File: src/rtl/down_counter_pkg.sv
// Shared definitions for the presettable down counter: default width and the
// next-action code shared by the next-state selector and its bench model.
package down_counter_pkg;

    localparam int DEFAULT_WIDTH = 4;
    localparam int MIN_WIDTH     = 2;
    localparam int MAX_WIDTH     = 16;

    localparam logic [DEFAULT_WIDTH-1:0] DEF_CNT_ZERO = '0;
    localparam logic [DEFAULT_WIDTH-1:0] DEF_CNT_ONES = '1;

    typedef enum logic [2:0] {
        ACT_CLEAR  = 3'd0,
        ACT_LOAD   = 3'd1,
        ACT_DEC    = 3'd2,
        ACT_RELOAD = 3'd3,
        ACT_WRAP   = 3'd4,
        ACT_HOLD   = 3'd5
    } next_action_e;

endpackage

File: src/rtl/down_counter_next.sv
// Combinational next-state selector: classifies the edge into one action, then
// derives next count and next reload flag. Honours DOWN_CNT_HOLD_AT_ZERO_EN.
module down_counter_next
    import down_counter_pkg::*;
#(
    parameter int WIDTH = DEFAULT_WIDTH
) (
    input  logic             clr_l,
    input  logic             ld_l,
    input  logic             ent,
    input  logic             enp,
    input  logic             auto_ld,
    input  logic [WIDTH-1:0] din,
    input  logic [WIDTH-1:0] q,
    output logic [WIDTH-1:0] q_next,
    output logic             rld_next
);

    localparam logic [WIDTH-1:0] CNT_ZERO = '0;
    localparam logic [WIDTH-1:0] CNT_ONES = '1;
    localparam logic [WIDTH-1:0] CNT_ONE  = {{(WIDTH-1){1'b0}}, 1'b1};

    next_action_e act;

    // Priority: clear, load, then counting; enables never gate clear or load.
    always_comb begin
        act = ACT_HOLD;
        if (!clr_l) begin
            act = ACT_CLEAR;
        end else if (!ld_l) begin
            act = ACT_LOAD;
        end else if (ent && enp) begin
            if (q != CNT_ZERO) begin
                act = ACT_DEC;
            end else if (auto_ld) begin
                act = ACT_RELOAD;
            end else begin
`ifdef DOWN_CNT_HOLD_AT_ZERO_EN
                act = ACT_HOLD;
`else
                act = ACT_WRAP;
`endif
            end
        end
    end

    always_comb begin
        q_next   = q;
        rld_next = 1'b0;
        case (act)
            ACT_CLEAR:  q_next = CNT_ZERO;
            ACT_LOAD:   q_next = din;
            ACT_DEC:    q_next = q - CNT_ONE;
            ACT_RELOAD: begin
                q_next   = din;
                rld_next = 1'b1;
            end
            ACT_WRAP:   q_next = CNT_ONES;
            default:    q_next = q;
        endcase
    end

endmodule

File: src/rtl/down_counter_163.sv
// Synchronous presettable down counter with borrow-out cascading and optional
// auto-reload; DOWN_CNT_HOLD_AT_ZERO_EN makes non-reload underflow saturate at 0.
module down_counter_163
    import down_counter_pkg::*;
#(
    parameter int WIDTH = DEFAULT_WIDTH
) (
    input  logic             CLK,
    input  logic             CLR_L,
    input  logic             LD_L,
    input  logic             ENT,
    input  logic             ENP,
    input  logic             AUTO_LD,
    input  logic [WIDTH-1:0] DIN,
    output logic [WIDTH-1:0] Q,
    output logic             BO,
    output logic             ZERO,
    output logic             RLD
);

    localparam logic [WIDTH-1:0] CNT_ZERO = '0;

    logic [WIDTH-1:0] q_next;
    logic             rld_next;

    down_counter_next #(.WIDTH(WIDTH)) u_next (
        .clr_l    (CLR_L),
        .ld_l     (LD_L),
        .ent      (ENT),
        .enp      (ENP),
        .auto_ld  (AUTO_LD),
        .din      (DIN),
        .q        (Q),
        .q_next   (q_next),
        .rld_next (rld_next)
    );

    always_ff @(posedge CLK) begin
        if (!CLR_L) begin
            Q   <= CNT_ZERO;
            RLD <= 1'b0;
        end else begin
            Q   <= q_next;
            RLD <= rld_next;
        end
    end

    // ENT gates the borrow so a cascaded stage only sees it when its feeder counts.
    assign ZERO = (Q == CNT_ZERO);
    assign BO   = ENT & ZERO;

endmodule

File: config.mk
export PLATFORM = sky130hd
export DESIGN_NAME = down_counter_163
export DESIGN_NICKNAME = d
export VERILOG_FILES = /design/src/rtl/down_counter_pkg.sv /design/src/rtl/down_counter_next.sv /design/src/rtl/down_counter_163.sv
export SDC_FILE = /design/constraint.sdc
export NUM_CORES = 1
export LEC_CHECK = 0
export CORE_AREA = 4 4 41 43
export CTS_CLUSTER_SIZE = 24
export DETAILED_ROUTE_END_ITERATION = 8
export DIE_AREA = 0 0 45 47
export PLACE_DENSITY_LB_ADDON = 0.05
export SKIP_CTS_REPAIR_TIMING = 1
export SLEW_MARGIN = 20
export SYNTH_ARGS = -nofsm -noshare
export SYNTH_HDL_FRONTEND = slang
export SYNTH_SLANG_ARGS = --single-unit
File: constraint.sdc
create_clock -name CLK -period 1.6 [get_ports CLK]
set_input_delay 0.4 -clock CLK [delete_from_list [all_inputs] [get_ports CLK]]
set_output_delay 0.4 -clock CLK [all_outputs]
set_load 0.005 [all_outputs]
# [Yosys cells after proc, flatten, opt, wreduce, memory -nomap -nowiden]
# Cells that the tools add are included.
[word_totals] reg_bits=5 latchBits=0 mem_bits_rw=0 mem_bits_ro=0 in_bits=10 out_inout_bits=7 elab_cells=21 memories=0
[classes] add_sub_neg=1 n_mul=0 div=0 magnitude_cmp=0 n_eq_ne=4 n_shift=0 mux=7 bitwise_logic=1 reduce_logical=6
[ops] operator="one-hot mux 4 bit (4 select lines)" count=1
[ops] operator="two-way mux 3 bit" count=5
[ops] operator="nonzero test 4 bit" count=2
[ops] operator="== test 3 x 2 -> 1 bit (second input constant)" count=2
[ops] operator="zero test 4 bit" count=1
[ops] operator="subtractor 4 x 1 -> 4 bit (second input constant)" count=1
[ops] operator="== test 3 x 1 -> 1 bit (second input constant)" count=1
[ops] operator="== test 3 bit (second input constant)" count=1
[ops] operator="zero test 3 bit" count=1
[ops] operator="OR reduction 2 bit" count=1
[ops] operator="AND 1 bit" count=1
[ops] operator="logical AND 1 bit" count=1
[ops] operator="two-way mux 1 bit" count=1

# [Logic depth before layout (Yosys ltp)]
[logic_depth] depth_word=8 ltp_mapped=6 mapped_depth_nobuf=6

# [Modules after synthesis]
# Synthesis repeated with hierarchy kept, for this count alone.
[unflattened] cells_unflattened=52 hier_area_um2=407.9
[modules_own_cells] mod="down_counter_next" n_inst=1 cells_per_inst=40 area_each_um2=257.7
[modules_own_cells] mod="down_counter_163" n_inst=1 cells_per_inst=12 area_each_um2=150.1

# [Worst setup path after synthesis]
# Ideal clock, no wire load.
[synth_path] path_type="register to output" startpoint="reg Q[0]" endpoint="out BO" t_arrival_ns=1.205 required_time_ns=1.200 setup_slack_ns=-0.005 path_stages_with_launch=6 cell_sequence="dfxtp_1 inv_1 ha_1 or3b_1 inv_1 and2_1"
[synth_via] elab_chain_len=2
[synth_rtl] item="from (decl)" line_no="down_counter_163.sv:15" source="output logic [WIDTH-1:0] Q,"
[synth_rtl] item="from (signal assigned)" line_no="down_counter_163.sv:43" source="Q <= q_next;"
[synth_rtl] item="zero test 4 bit" line_no="down_counter_163.sv:49" source="assign ZERO = (Q == CNT_ZERO);"
[synth_rtl] item="named net ZERO" line_no="down_counter_163.sv:17" source="output logic ZERO,"
[synth_rtl] item="AND 1 bit" line_no="down_counter_163.sv:50" source="assign BO = ENT & ZERO;"
[synth_rtl] item="to (decl)" line_no="down_counter_163.sv:16" source="output logic BO,"
# The timed path passes the listed nets, and every way through them passes these cells.

# [Final worst setup path]
[layout_path] startpoint="reg Q[1]" endpoint="out BO"
[layout_via] elab_chain_len=2
[layout_rtl] item="zero test 4 bit" line_no="down_counter_163.sv:49"
[layout_rtl] item="AND 1 bit" line_no="down_counter_163.sv:50"
# No other way between the ends.

==> results.yml <==
floorplanning:
  die_w_um: 45
  coreArea_mm2: 0.001301
  io_pins: 17
  floorplan.initialDensity_pct: 24.81
  die_height_um: 47
  die_area_mm2: 0.002115
  fp-row-count: 13
worst_hold_path:
  hold_depth: 2
  min_to: "Q[0]$_SDFFE_PN0P_"
  hp-class: "flop to flop"
  hp-start: "Q[0]$_SDFFE_PN0P_"
synthesis:
  synth_top_cell_area_share_pct: 31.01
  synth_flop_cell: "dfxtp_1"
  synth_edf_count: 0
  netlist_instances: 44
  yosys-top-cells-area: "dfxtp_1 31%, nand2_1 8.1%, inv_1 7.0%, a21oi_1 4.7%, o21ai_0 4.7%"
  syn_area_per_cell_um2: 7.337
  ys_types: 22
  seq_area_frac_synth_pct: 31.01
  yosysWarningCount: 0
  ys_seq_elements: 5
  yosys.area.top_type: "dfxtp_1"
  synth_nets: 55
  syn-cell-area_um2: 322.8
  async_reset_ff_share_pct: 0
placement:
  place_hpwl_um: 886.4
  dpl.cell_count: 89
  pre_cts_slack_ns: -0.3680
  port_buffers: 16
  gp_congestion: 0.6625
timing:
  hold_violations: 0
  finalSetupTns_ns: -0.2698
  whs_ns: 0.5723
  slew_headroom_pct: 85.44
  finalWorstSetupSlack_ns: -0.1771
  clock_skew_ns: 0.007807
  rsz0062_at_grt: "true"
  setup_viol: 2
  drv_slew: 0
  fmax_mhz: 562.7
  fin_crit_sh_pct: 111.1
  fin_crit_ns: 1.777
  worst_pin_slew_ns: 0.2161
critical_path:
  crit_path_frequent_cell: "inv_2"
  cp_slowest_cell: "or3b_4"
  cpPeakStageDelay_ns: 0.37
  arrival_ns: 1.38
  crit_type: "flop to output pin"
  worst_r2r_endpoint: "Q[0]$_SDFFE_PN0P_"
  r2r_setup_slack_ns: 0.08
  required_ns: 1.20
  reg2reg_depth: 9
  crit_path_cell_trace: "inv_2, ha_4, or3b_4, inv_2, and2_1, buf_2"
  crit_fanout: 2
  cp-start-kind: "flop"
  r2r-start: "Q[0]$_SDFFE_PN0P_"
  endpoint_kind: "output pin"
route:
  route.met3.wl_um: 104
  wl_met1_um: 505
  ant_nets: 0
  drc: 0
  viasPerCell: 4.809
  dr_wl_met2_um: 513
  drtIter0Drc: 10
  avgRoutedWirePerCell_um: 12.00
  vias: 452
  first_pass_iters: 4
  top_layer: "met4"
  wl_mm: 1.128
power_and_ir_drop:
  clkPwrFrac_pct: 32.3
  p_seq_share_pct: 29.9
  power_density_mw_per_mm2: 702.2
  leakagePower_uw: 0.0003526
  max-vdd-ir-drop_mv: 0.3985
  p_sw_uw: 132.2
  p_int_uw: 337.9
  swShare_pct: 28.13
  combPwrFrac_pct: 37.8
outcome:
  violations: "setup timing"
  status: "complete, but fails checks"
clock_tree:
  cts_sinks: 5
  cts_tree: "done"
  cts_htree_levels: 1
  clk_latency_ns: 0.25
  clockBufferDepth: 2
  numCtsBuffers: 3
  cts.clk_slew.worst_paths_ns: 0.05
  cts_root_buf: "clkbuf_4"
finish:
  fin_cells: 94
  final_core_util_pct: 51.44
  nFillCells: 148
  area_delta_synth_final_pct: 107.4
  final_nets: 91
  drive_gt1_share_pct: 35.44
  antenna_cells: 0
grt:
  grt_pass1_wl_mm: 1.690
  antenna_found_initial: 0
  first_global_vias: 402
  grt_use_total_pct: 11.70
  grt-ovfl-total: 0
  grt_max_degree: 7
job:
  maxCapViolations: 0
-- registers in the layout, summed over array words and instances, names as in the netlist --
name  count
Q         4
RLD       1
-- placed cells by master (no fill, tap or decap), drive strengths merged --
cell and n:
buf 17, clkdlybuf4s50 10, nand2 7, inv 6, dlymetal6s2s 5, dfxtp 5, o21ai 4, clkbuf 4
a21oi 3, and2 2, nor2 2, nand4 2, or3b 1, nand4bb 1, a2bb2oi 1, a311oi 1
o2111a 1, a211oi 1, o31a 1, o211ai 1, nor3 1, nand3 1, a31oi 1, ha 1
-- metal layers --
| metal | track usage [%] | vias to the layer above |
|---|---|---|
| met5 | 0 | - |
| met1 | 12.76 | 205 |
| met2 | 20.06 | 17 |
| met3 | 6.897 | 2 |
| li1 | - | 228 |
| met4 | 1.754 | 0 |
-- through the flow --
stage | total power (uW) | instance area, um^2
detailed placement | 310.1 | 611.8
finish | 470.1 | 669.4
global placement | 312.1 | 611.8
global route | 499.8 | 669.4
floorplan | 202.4 | 325.3
CTS | 461.8 | 638.1
-- cells by family after synthesis --
family                   Yosys count  share of synthesized area, %
AND/OR/NAND/NOR                   17                         27.52
AO/OA/AOI/OAI                     14                         29.07
buffers and inverters              7                         8.525
flip-flops                         5                         31.01
adder cells (fa/ha/maj)            1                         3.875
-- worst max path at each step --
| stage | endpoint | slack, ns | start | cells past startpoint |
|---|---|---|---|---|
| final | BO | -0.18 | Q[1]$_SDFFE_PN0P_ | 6 |
| after global routing | BO | -0.22 | Q[0]$_SDFFE_PN0P_ | 6 |
| after CTS | BO | -0.64 | Q[0]$_SDFFE_PN0P_ | 6 |
| after detailed placement | BO | -0.37 | Q[0]$_SDFFE_PN0P_ | 6 |
| after global placement | BO | -0.36 | Q[0]$_SDFFE_PN0P_ | 6 |
| after floorplan | BO | 0.01 | Q[0]$_SDFFE_PN0P_ | 5 |
-- Yosys cell counts, types with 2 or more instances --
library cell	count
o21ai_0	3
nand4_1	2
dfxtp_1	5
and2_1	2
nand2_1	7
nor2_1	2
a21oi_1	3
inv_1	6
-- critical path: cells and delay by family (launching register included) --
| kind | cells | cell delay [ns] |
|---|---|---|
| DFF | 1 | 0.32 |
| buffers and inverters | 3 | 0.21 |
| and+or+nand+nor | 2 | 0.47 |
| adders and majority gates | 1 | 0.12 |
-- cell type report --
| type | count | area, um^2 | area share, % |
|---|---|---|---|
| clock buffer | 4 | 26.28 | 3.925 |
| tap | 15 | 18.77 | 2.804 |
| timing repair buffer | 32 | 287.8 | 42.99 |
| inverter | 6 | 22.52 | 3.364 |
| multi-input combinational | 32 | 210.2 | 31.40 |
| sequential | 5 | 103.9 | 15.51 |
-- power by group through the flow --
stage | Sequential (uW) | Clock, uW | Combinational [uW]
finish | 141 | 152 | 178
global route | 141 | 165 | 194
CTS | 138 | 152 | 172
detailed placement | 140 | 0 | 170
global placement | 140 | 0 | 172
floorplan | 144 | 0 | 57.9
(Power assumes the default switching activity.)
